==> src/rtl/fifo_pkg.sv <==
// Purpose : shared types and helpers for the fifo_flex FIFO and its bench.
// Contents: fifo_mode_e  - read mode select (STD registered read, FWFT show-ahead)
//           ptr_w()      - pointer width for a given depth (address bits + wrap bit)
package fifo_pkg;

  typedef enum logic {
    STD  = 1'b0,
    FWFT = 1'b1
  } fifo_mode_e;

  // One extra bit beyond the address lets full and empty be told apart
  // when the address bits of the two pointers are equal.
  function automatic int ptr_w(input int depth);
    return $clog2(depth) + 1;
  endfunction

endpackage

==> src/rtl/fifo_flex_if.sv <==
// Purpose : producer/consumer-facing bus of fifo_flex.
// Signals : clr, wr_en, wdata, rd_en        - driven by the master (user side)
//           rdata, full_flag, empty_flag,
//           almost_full, almost_empty,
//           count, overflow, underflow      - driven by the slave (FIFO side)
// Modports: master (user), slave (FIFO).
interface fifo_flex_if
  import fifo_pkg::*;
#(
  parameter int WIDTH = 32,
  parameter int DEPTH = 8
);

  logic                      clr;
  logic                      wr_en;
  logic [WIDTH-1:0]          wdata;
  logic                      rd_en;
  logic [WIDTH-1:0]          rdata;
  logic                      full_flag;
  logic                      empty_flag;
  logic                      almost_full;
  logic                      almost_empty;
  logic [ptr_w(DEPTH)-1:0]   count;
  logic                      overflow;
  logic                      underflow;

  modport master (
    output clr, wr_en, wdata, rd_en,
    input  rdata, full_flag, empty_flag, almost_full, almost_empty,
           count, overflow, underflow
  );

  modport slave (
    input  clr, wr_en, wdata, rd_en,
    output rdata, full_flag, empty_flag, almost_full, almost_empty,
           count, overflow, underflow
  );

endinterface

==> src/rtl/fifo_ram.sv <==
// Purpose : DEPTH x WIDTH storage array for fifo_flex.
// Ports   : clk      - write clock
//           we_i     - write enable
//           waddr_i  - write address
//           wdata_i  - write data
//           raddr_i  - read address (asynchronous read)
//           rdata_o  - contents at raddr_i
module fifo_ram #(
  parameter int WIDTH = 32,
  parameter int DEPTH = 8,
  parameter int AW    = $clog2(DEPTH)
) (
  input  logic             clk,
  input  logic             we_i,
  input  logic [AW-1:0]    waddr_i,
  input  logic [WIDTH-1:0] wdata_i,
  input  logic [AW-1:0]    raddr_i,
  output logic [WIDTH-1:0] rdata_o
);

  logic [WIDTH-1:0] mem_q [DEPTH];

  // NOTE: the array has no reset; every slot is written before it can be
  // read, and leaving it unreset lets it map onto plain registers/LUT RAM.
  always_ff @(posedge clk) begin
    if (we_i) mem_q[waddr_i] <= wdata_i;
  end

  assign rdata_o = mem_q[raddr_i];

endmodule

==> src/rtl/fifo_flex.sv <==
// Purpose : parametrised single-clock FIFO with STD or FWFT read mode,
//           occupancy count, almost flags, sticky errors and sync flush.
// Ports   : clk  - clock, all state on rising edge
//           rst  - asynchronous active-high reset
//           bus  - fifo_flex_if.slave (clr, wr_en, wdata, rd_en in;
//                  rdata, flags, count, overflow, underflow out)
module fifo_flex
  import fifo_pkg::*;
#(
  parameter int         WIDTH     = 32,
  parameter int         DEPTH     = 8,
  parameter fifo_mode_e MODE      = STD,
  parameter int         AF_THRESH = DEPTH - 2,
  parameter int         AE_THRESH = 1
) (
  input logic       clk,
  input logic       rst,
  fifo_flex_if.slave bus
);

  localparam int PW = ptr_w(DEPTH);
  localparam int AW = PW - 1;

  // Elaboration-time legality checks.
  if (WIDTH < 1) begin : g_bad_width
    $error("fifo_flex: WIDTH must be >= 1");
  end
  if (DEPTH < 2 || (DEPTH & (DEPTH - 1)) != 0) begin : g_bad_depth
    $error("fifo_flex: DEPTH must be a power of two >= 2");
  end
  if (AF_THRESH < 1 || AF_THRESH > DEPTH) begin : g_bad_af
    $error("fifo_flex: AF_THRESH must be in 1..DEPTH");
  end
  if (AE_THRESH < 0 || AE_THRESH > DEPTH - 1) begin : g_bad_ae
    $error("fifo_flex: AE_THRESH must be in 0..DEPTH-1");
  end

  logic [PW-1:0]    wr_ptr_q, wr_ptr_d;
  logic [PW-1:0]    rd_ptr_q, rd_ptr_d;
  logic             ovf_q, ovf_d;
  logic             udf_q, udf_d;
  logic [PW-1:0]    count;
  logic             full, empty;
  logic             rd_acc, wr_acc;
  logic [WIDTH-1:0] ram_rdata;

  // Status decoded from the registered pointers only.
  assign count = wr_ptr_q - rd_ptr_q;
  assign empty = (wr_ptr_q == rd_ptr_q);
  assign full  = (wr_ptr_q[AW] != rd_ptr_q[AW]) &&
                 (wr_ptr_q[AW-1:0] == rd_ptr_q[AW-1:0]);

  // A write to a full FIFO still goes through when a read frees a slot
  // on the same edge; the write lands in the slot being vacated.
  assign rd_acc = bus.rd_en & ~empty;
  assign wr_acc = bus.wr_en & (~full | rd_acc);

  always_comb begin
    // NOTE: every next-state signal gets its hold value first so no path
    // leaves it unassigned (which would infer a latch).
    wr_ptr_d = wr_ptr_q;
    rd_ptr_d = rd_ptr_q;
    ovf_d    = ovf_q;
    udf_d    = udf_q;
    if (bus.clr) begin
      wr_ptr_d = '0;
      rd_ptr_d = '0;
      ovf_d    = 1'b0;
      udf_d    = 1'b0;
    end else begin
      if (wr_acc)                 wr_ptr_d = wr_ptr_q + PW'(1);
      if (rd_acc)                 rd_ptr_d = rd_ptr_q + PW'(1);
      if (bus.wr_en && !wr_acc)   ovf_d    = 1'b1;
      if (bus.rd_en && !rd_acc)   udf_d    = 1'b1;
    end
  end

  // NOTE: state registers use non-blocking assignments so every flop
  // samples the pre-edge values, independent of statement order.
  always_ff @(posedge clk or posedge rst) begin
    if (rst) begin
      wr_ptr_q <= '0;
      rd_ptr_q <= '0;
      ovf_q    <= 1'b0;
      udf_q    <= 1'b0;
    end else begin
      wr_ptr_q <= wr_ptr_d;
      rd_ptr_q <= rd_ptr_d;
      ovf_q    <= ovf_d;
      udf_q    <= udf_d;
    end
  end

  fifo_ram #(
    .WIDTH (WIDTH),
    .DEPTH (DEPTH),
    .AW    (AW)
  ) u_ram (
    .clk     (clk),
    .we_i    (wr_acc & ~bus.clr),
    .waddr_i (wr_ptr_q[AW-1:0]),
    .wdata_i (bus.wdata),
    .raddr_i (rd_ptr_q[AW-1:0]),
    .rdata_o (ram_rdata)
  );

  if (MODE == STD) begin : g_std
    logic [WIDTH-1:0] rdata_q;
    always_ff @(posedge clk or posedge rst) begin
      if (rst)          rdata_q <= '0;
      else if (bus.clr) rdata_q <= '0;
      else if (rd_acc)  rdata_q <= ram_rdata;
    end
    assign bus.rdata = rdata_q;
  end else begin : g_fwft
    // Head entry shown directly; forced to zero so stale slots never leak.
    assign bus.rdata = empty ? '0 : ram_rdata;
  end

  assign bus.full_flag    = full;
  assign bus.empty_flag   = empty;
  assign bus.almost_full  = (count >= PW'(AF_THRESH));
  assign bus.almost_empty = (count <= PW'(AE_THRESH));
  assign bus.count        = count;
  assign bus.overflow     = ovf_q;
  assign bus.underflow    = udf_q;

endmodule

==> src/flat_wrapper.sv <==
// flat-port wrapper written by rule: the top's interface ports become plain ports
module fifo_flex_flat import fifo_pkg::*;
#(
  parameter int         WIDTH     = 32,
  parameter int         DEPTH     = 8,
  parameter fifo_mode_e MODE      = STD,
  parameter int         AF_THRESH = DEPTH - 2,
  parameter int         AE_THRESH = 1
)
  (clk, rst, bus_clr, bus_wr_en, bus_wdata, bus_rd_en, bus_rdata, bus_full_flag, bus_empty_flag, bus_almost_full, bus_almost_empty, bus_count, bus_overflow, bus_underflow);
  fifo_flex_if #(.WIDTH(WIDTH), .DEPTH(DEPTH)) bus_i ();
  input logic clk;
  input logic rst;
  input wire logic [$bits(bus_i.clr)-1:0] bus_clr;
  input wire logic [$bits(bus_i.wr_en)-1:0] bus_wr_en;
  input wire logic [$bits(bus_i.wdata)-1:0] bus_wdata;
  input wire logic [$bits(bus_i.rd_en)-1:0] bus_rd_en;
  output wire logic [$bits(bus_i.rdata)-1:0] bus_rdata;
  output wire logic [$bits(bus_i.full_flag)-1:0] bus_full_flag;
  output wire logic [$bits(bus_i.empty_flag)-1:0] bus_empty_flag;
  output wire logic [$bits(bus_i.almost_full)-1:0] bus_almost_full;
  output wire logic [$bits(bus_i.almost_empty)-1:0] bus_almost_empty;
  output wire logic [$bits(bus_i.count)-1:0] bus_count;
  output wire logic [$bits(bus_i.overflow)-1:0] bus_overflow;
  output wire logic [$bits(bus_i.underflow)-1:0] bus_underflow;
  assign bus_i.clr = bus_clr;
  assign bus_i.wr_en = bus_wr_en;
  assign bus_i.wdata = bus_wdata;
  assign bus_i.rd_en = bus_rd_en;
  assign bus_rdata = bus_i.rdata;
  assign bus_full_flag = bus_i.full_flag;
  assign bus_empty_flag = bus_i.empty_flag;
  assign bus_almost_full = bus_i.almost_full;
  assign bus_almost_empty = bus_i.almost_empty;
  assign bus_count = bus_i.count;
  assign bus_overflow = bus_i.overflow;
  assign bus_underflow = bus_i.underflow;
  fifo_flex #(.WIDTH(WIDTH), .DEPTH(DEPTH), .MODE(MODE), .AF_THRESH(AF_THRESH), .AE_THRESH(AE_THRESH)) u_core (.clk(clk), .rst(rst), .bus(bus_i));
endmodule
==> config.mk <==
export PLATFORM = sky130hd
export DESIGN_NAME = fifo_flex_flat
export DESIGN_NICKNAME = d
export VERILOG_FILES = /design/src/rtl/fifo_pkg.sv /design/src/rtl/fifo_flex_if.sv /design/src/rtl/fifo_ram.sv /design/src/rtl/fifo_flex.sv /design/src/flat_wrapper.sv
export SDC_FILE = /design/constraint.sdc
export NUM_CORES = 1
export LEC_CHECK = 0
export CAP_MARGIN = 10
export CORE_ASPECT_RATIO = 1.4
export CORE_UTILIZATION = 53
export DETAILED_ROUTE_END_ITERATION = 12
export PLACE_DENSITY = 0.76
export SYNTH_ARGS = -nofsm -noshare
export SYNTH_HDL_FRONTEND = slang
export SYNTH_HIERARCHICAL = 1
export SYNTH_SLANG_ARGS = --single-unit
==> constraint.sdc <==
create_clock -name clk -period 3.77 [get_ports clk]
set_input_delay 0.754 -clock clk [delete_from_list [all_inputs] [get_ports clk]]
set_output_delay 0.754 -clock clk [all_outputs]
set_load 0.005 [all_outputs]
==> results of run 1 <==
-- metal layers --
metal	GRT usage, %	vias to the layer above
met3	2.53	21
met5	0	-
li1	-	2592
met2	35.3	191
met1	27.6	3004
met4	5.74	0
-- logic make-up after synthesis --
| group | count (synthesis) | synth area share (%) |
|---|---|---|
| flops | 298 | 72.9 |
| mux | 135 | 19.6 |
| simple gates | 107 | 3.67 |
| buf+inv | 39 | 1.93 |
| compound gates | 14 | 0.846 |
| fa+ha+maj | 6 | 0.689 |
| xor+xnor | 3 | 0.282 |
-- state kept, by name, summed over array words and instances, names as in the netlist --
signal and flops:
u_core/wr_ptr_q 4, u_core/u_ram/mem_q 256, u_core/bus.underflow 1, u_core/bus.rdata 32, u_core/bus.overflow 1, u_core/rd_ptr_q 4
-- cells in the final DEF, fill, tap and decap left out, types with 7 or more instances in the layout --
cell type        synthesis  final
mux2i_1                 33     33
clkbuf_16                0     27
clkdlybuf4s50_1          0     78
edfxtp_1               256    256
mux4_2                  24     24
nand2_1                 71     71
mux2_2                  36     36
mux4_1                  40     40
dfrtp_1                 42     39
nor2_1                  20     14
buf_4                    0     15
inv_1                    8      7
-- stage by stage --
step	hold WS (ns)	setup WS, ns	total power [mW]
after global routing	0.546	0.0618	7.47
after global placement	0.491	0.768	4.72
after floorplan	0.486	0.427	4.39
after detailed placement	0.501	0.692	4.74
final	0.509	0.225	7.19
after CTS	0.515	0.223	7.27
-- critical path, delay by kind of cell (launching register included) --
kind / cells / cell delay (ns)
DFF: 1 / 0.59
buffers and inverters: 2 / 0.65
adders and majority gates: 2 / 0.63
AOI/OAI and AO/OA: 1 / 0.07
and+or+nand+nor: 1 / 0.08
xor gates and xnor gates: 1 / 0.26
-- worst max path at each step --
stage / end
after floorplan: u_core/u_ram/mem_q[2][0]
after global placement: u_core/u_ram/mem_q[3][27]
after detailed placement: u_core/u_ram/mem_q[2][25]
after CTS: bus_almost_full
after global routing: bus_almost_full
final: bus_almost_full
-- cell type report --
cell class	count	share of cell area, %
clock buffer	35	5.25
sequential	298	62.5
tap	297	2.65
multi-input combinational	265	22.0
timing repair buffer	96	6.81
inverter	9	0.241
clock inverter	13	0.608
-- power by group through the flow --
| stage | clock [mW] | sequential [mW] | combinational [mW] |
|---|---|---|---|
| after floorplan | 0 | 3.80 | 0.597 |
| after global placement | 0 | 3.80 | 0.918 |
| after detailed placement | 0 | 3.81 | 0.938 |
| after CTS | 2.59 | 3.74 | 0.944 |
| after global routing | 2.72 | 3.74 | 1.01 |
| final | 2.53 | 3.74 | 0.928 |
==> impl_metrics.yaml, run 1 <==
placed_design:
  place_inst: 965
  dp_hpwl_um: 13100
  placed_area_um2: 13200
  gp_congestion: 0.768
  io_buffers: 78
die:
  io_pins: 79
  coreArea_um2: 22000
  dieHeight_um: 180
  start_util_pct: 54.4
  die_area_um2: 23200
  die_w_um: 129
  rows: 64
global_routing:
  antenna_found_initial: 0
  grt_max_degree: 68
  grt_usage_pct: 20.5
  grt_pass1_vias: 6145
  grt_pass1_wl_um: 35400
  grt_overflow: 0
worst_setup_path:
  crit_start: "u_core/wr_ptr_q[0]"
  crit_type: "register to output pin"
  start_kind: "register"
  reg2reg_to: "u_core/u_ram/mem_q[2][25]"
  cp-end-kind: "output pin"
  reg2regPathDepth: 8
  cp_cell_sequence: "inv_1 -> ha_1 -> fa_1 -> xnor2_1 -> nand2_1 -> o21ai_0 -> clkdlybuf4s50_1"
  r2r_slack_ns: 0.79
  critPathMaxStageDelay_ns: 0.59
  timing.rr.start: "u_core/rd_ptr_q[1]"
  cp_max_fo: 9
  crit_slowest_cell: "dfrtp_1"
  worstPathArrival_ns: 2.79
  cp.required_ns: 3.02
detailed_routing:
  wl_per_cell_um: 22.3
  vias: 5808
  wl_met1_um: 9060
  drc_errors: 0
  first_pass_iters: 5
  drtIter0Drc: 461
  vias_per_cell: 5.73
  antenna_left: 0
  routed-wl-met2_um: 11900
  dr_wl_met3_um: 1330
  top_layer_used: "met4"
  drt_wl_total_um: 22600
min_path:
  worstHoldEndpoint: "u_core/bus.overflow"
  holdPathStages: 2
  min_path_type: "register to register"
  min_from: "u_core/bus.overflow"
layout:
  fillers: 1474
  multi_input_area_um2: 3080
  stdcell_count: 1013
  seqCellArea_um2: 8740
  area_growth_pct: 16.9
  antenna_cells: 0
  fin_area_um2: 14000
  post-route-util_pct: 63.6
  final_nets: 739
  drive_gt1_share_pct: 18.3
yosys:
  ys_ff_latch: 298
  yosys_warnings: 6
  synth_sequential_area_ratio_pct: 72.9
  synthArstFlopShare_pct: 14.1
  synth_top_area_share_pct: 64.2
  synthTopCellsByArea: "edfxtp_1, dfrtp_1, mux4_1"
  synth_most_common_cell: "edfxtp_1"
  syn_inst: 602
  syn-num-nets: 645
  synth_top_area_cell: "edfxtp_1"
  synthTopCellsByCount: "edfxtp_1, nand2_1, dfrtp_1, mux4_1, mux2_2"
  synth_edf_count: 256
  synthFlopType: "edfxtp_1"
  syn_avg_cell_area_um2: 19.9
  syn_area_um2: 12000
  synth.distinct_cells: 38
pwr:
  vdd_ir_drop_max_uv: 436
  p_seq_share_pct: 51.9
  switchingPower_mw: 1.57
  power.density_nw_per_um2: 514
  p_comb_share_pct: 12.9
  leakage_nw: 4.71
  clkPwrFrac_pct: 35.2
  p_int_mw: 5.63
  swShare_pct: 21.8
clocking:
  cts_made_buffers: 26
  post_cts_buffers: 0
  ctsResizeCount: 0
  cts.htree.levels: 1
  ctsHoldBuffers: 0
  clk_pin_slew_worst_paths_ns: 0.06
  cts_tree: "built"
  clk_path_buf_depth: 3
  cts-root-buf: "clkbuf_16"
  cts_num_sinks: 298
  clk_latency_ns: 0.53
timing:
  finalHoldViolCount: 0
  setup_viol: 0
  fin_crit_sh_pct: 94.0
  finClkSkew_ns: 0.0146
  period_needed_ns: 3.54
  worst_pin_slew_ns: 1.00
  max_slew_margin_pct: 33.1
  tns_ns: 0
  slew_violations: 0
  rsz0062_at_grt: "no"
  timing.fmax_mhz: 282
outcome:
  outcome: "complete, no violations"
run:
  drv_cap: 0
Note: power is estimated with default switching activity, not from simulation.
==> run 2: changes to the inputs <==
--- a/config.mk
+++ b/config.mk
@@ -6,7 +6,7 @@
 export NUM_CORES = 1
 export LEC_CHECK = 0
 export CAP_MARGIN = 10
-export CORE_ASPECT_RATIO = 1.4
+export CORE_ASPECT_RATIO = 0.8
 export CORE_UTILIZATION = 53
 export DETAILED_ROUTE_END_ITERATION = 12
 export PLACE_DENSITY = 0.76
==> run 2 against run 1 <==
Compared with the run above: die area hardly changed; power is 4.5% higher; global-route usage is 0.60 points lower; setup slack worse by 0.045 ns; via count is 0.96% higher; final area is 1.0% higher; clock power is 13% higher; first-iteration DRC count is 3.9% higher; count of clock-buffer cells in the layout is 4 higher; critical path type unchanged.
==> impl_metrics.yaml, run 2 (same netlist as run 1, synthesis figures left out) <==
timing:
  rsz0062_at_grt: "no"
  holdWs_ns: 0.511
  period_needed_ns: 3.59
  fin_crit_sh_pct: 95.2
  timing.fmax_mhz: 279
  worst_pin_slew_ns: 0.876
  finalHoldViolCount: 0
  setup_viol: 0
  finClkSkew_ns: 0.0115
  slew_violations: 0
  tns_ns: 0
  max_slew_margin_pct: 41.6
layout:
  fin_area_um2: 14100
  drive_gt1_share_pct: 18.6
  stdcell_count: 1020
  fillers: 1426
  seqCellArea_um2: 8740
  max_flop_register: "u_core/u_ram/mem_q"
  final_common_cell: "edfxtp_1"
  post-route-util_pct: 64.7
  multi_input_area_um2: 3080
  final_nets: 740
  layout_common_cells: "edfxtp_1, clkdlybuf4s50_1, nand2_1, mux4_1, dfrtp_1"
  largest_register_ff_count: 256
  area_growth_pct: 18.1
min_path:
  min_from: "u_core/bus.underflow"
  holdPathStages: 2
  min_path_type: "register to register"
  worstHoldEndpoint: "u_core/bus.underflow"
clocking:
  ctsResizeCount: 0
  cts-root-buf: "clkbuf_16"
  clk_pin_slew_worst_paths_ns: 0.06
  cts_tree: "built"
  clk_path_buf_depth: 3
  clk_latency_ns: 0.54
  cts_made_buffers: 28
  ctsHoldBuffers: 0
  post_cts_buffers: 0
  cts.htree.levels: 1
  cts_num_sinks: 298
die:
  start_util_pct: 54.8
  io_pins: 79
  coreArea_um2: 21900
  dieHeight_um: 136
  rows: 48
  die_w_um: 170
  die_area_um2: 23200
pwr:
  power.density_nw_per_um2: 532
  vdd_ir_drop_max_uv: 364
  leakage_nw: 4.75
worst_setup_path:
  worstPathArrival_ns: 2.84
  reg2reg_to: "u_core/u_ram/mem_q[1][28]"
  reg2regPathDepth: 8
  cp_cell_sequence: "inv_1 -> ha_1 -> fa_1 -> xnor2_1 -> nand2_1 -> o21ai_0 -> clkdlybuf4s50_1"
  r2r_slack_ns: 0.81
  cp_max_fo: 9
  critPathMaxStageDelay_ns: 0.62
  cp.required_ns: 3.02
  cp-end-kind: "output pin"
  crit_type: "register to output pin"
  start_kind: "register"
  crit_slowest_cell: "dfrtp_1"
  timing.rr.start: "u_core/wr_ptr_q[0]"
global_routing:
  grt_usage_pct: 19.9
  grt_overflow: 0
  antenna_found_initial: 1
  grt_pass1_wl_um: 34500
  use_met1_pct: 28.4
  busiest_layer: "met2"
  grtUsageMet2_pct: 32.4
  grt_max_degree: 68
  grt_pass1_vias: 6096
  use_met3_pct: 3.09
detailed_routing:
  vias_per_cell: 5.75
  wl_per_cell_um: 21.7
  drtIter0Drc: 479
  vias: 5864
  first_pass_iters: 5
  antenna_left: 0
  drt_wl_total_um: 22100
  drc_errors: 0
placed_design:
  placed_area_um2: 13200
  dp_hpwl_um: 12800
  gp_congestion: 0.821
  io_buffers: 78
  place_inst: 967
outcome:
  outcome: "complete, no violations"
run:
  drv_cap: 0
run 2: cell count changes in the layout (fill, tap and decap cells not counted), sizes merged:
cell / before / now
clkinv: 11 / 4
clkbuf: 35 / 39
bufinv: 1 / 4
clkinvlp: 1 / 4
buf: 18 / 17
diode: 0 / 1
inv: 9 / 10
run 2: cell type report:
type / instances / area share (%)
inverter: 9 / 0.239
sequential: 298 / 61.8
clock buffer: 39 / 5.47
tap: 300 / 2.65
timing repair buffer: 95 / 6.78
clock inverter: 13 / 1.27
multi-input combinational: 265 / 21.8
antenna: 1 / 0.0177
run 2: worst max path at each step:
stage | startpoint | cells past startpoint | slack, ns | to
2_1_floorplan | bus_clr | 6 | 0.43 | u_core/u_ram/mem_q[2][0]
3_3_place_gp | bus_rd_en | 6 | 0.77 | u_core/u_ram/mem_q[0][17]
3_5_place_dp | bus_clr | 6 | 0.67 | u_core/u_ram/mem_q[5][21]
4_1_cts | u_core/wr_ptr_q[0] | 7 | 0.18 | bus_almost_full
5_1_grt | u_core/wr_ptr_q[0] | 7 | 0.0003 | bus_almost_full
6_report | u_core/wr_ptr_q[0] | 7 | 0.18 | bus_almost_full
run 2: worst max-delay path: cells and delay by family, from the launching register on:
family	cells	cell delay, ns
buf+inv	2	0.64
compound gates	1	0.07
xor+xnor	1	0.27
simple gates	1	0.08
flops	1	0.62
fa+ha+maj	2	0.63
run 2: through the flow:
step / total power [mW] / worst slack (ns)
6_report: 7.52 / 0.180
5_1_grt: 7.76 / 0.000302
4_1_cts: 7.58 / 0.185
3_5_place_dp: 4.73 / 0.668
3_3_place_gp: 4.71 / 0.774
2_1_floorplan: 4.39 / 0.427
run 2: power breakdown:
group          internal, mW  switching (mW)  total (mW)
Sequential             3.68          0.0466        3.73
Clock                  1.71            1.16        2.87
Combinational         0.508           0.417       0.924
run 2: routing by layer:
| metal | routed length, um | up-vias |
|---|---|---|
| met5 | 0 | - |
| met4 | 466 | 0 |
| met3 | 1180 | 41 |
| met2 | 10700 | 175 |
| met1 | 9810 | 3042 |
| li1 | - | 2606 |
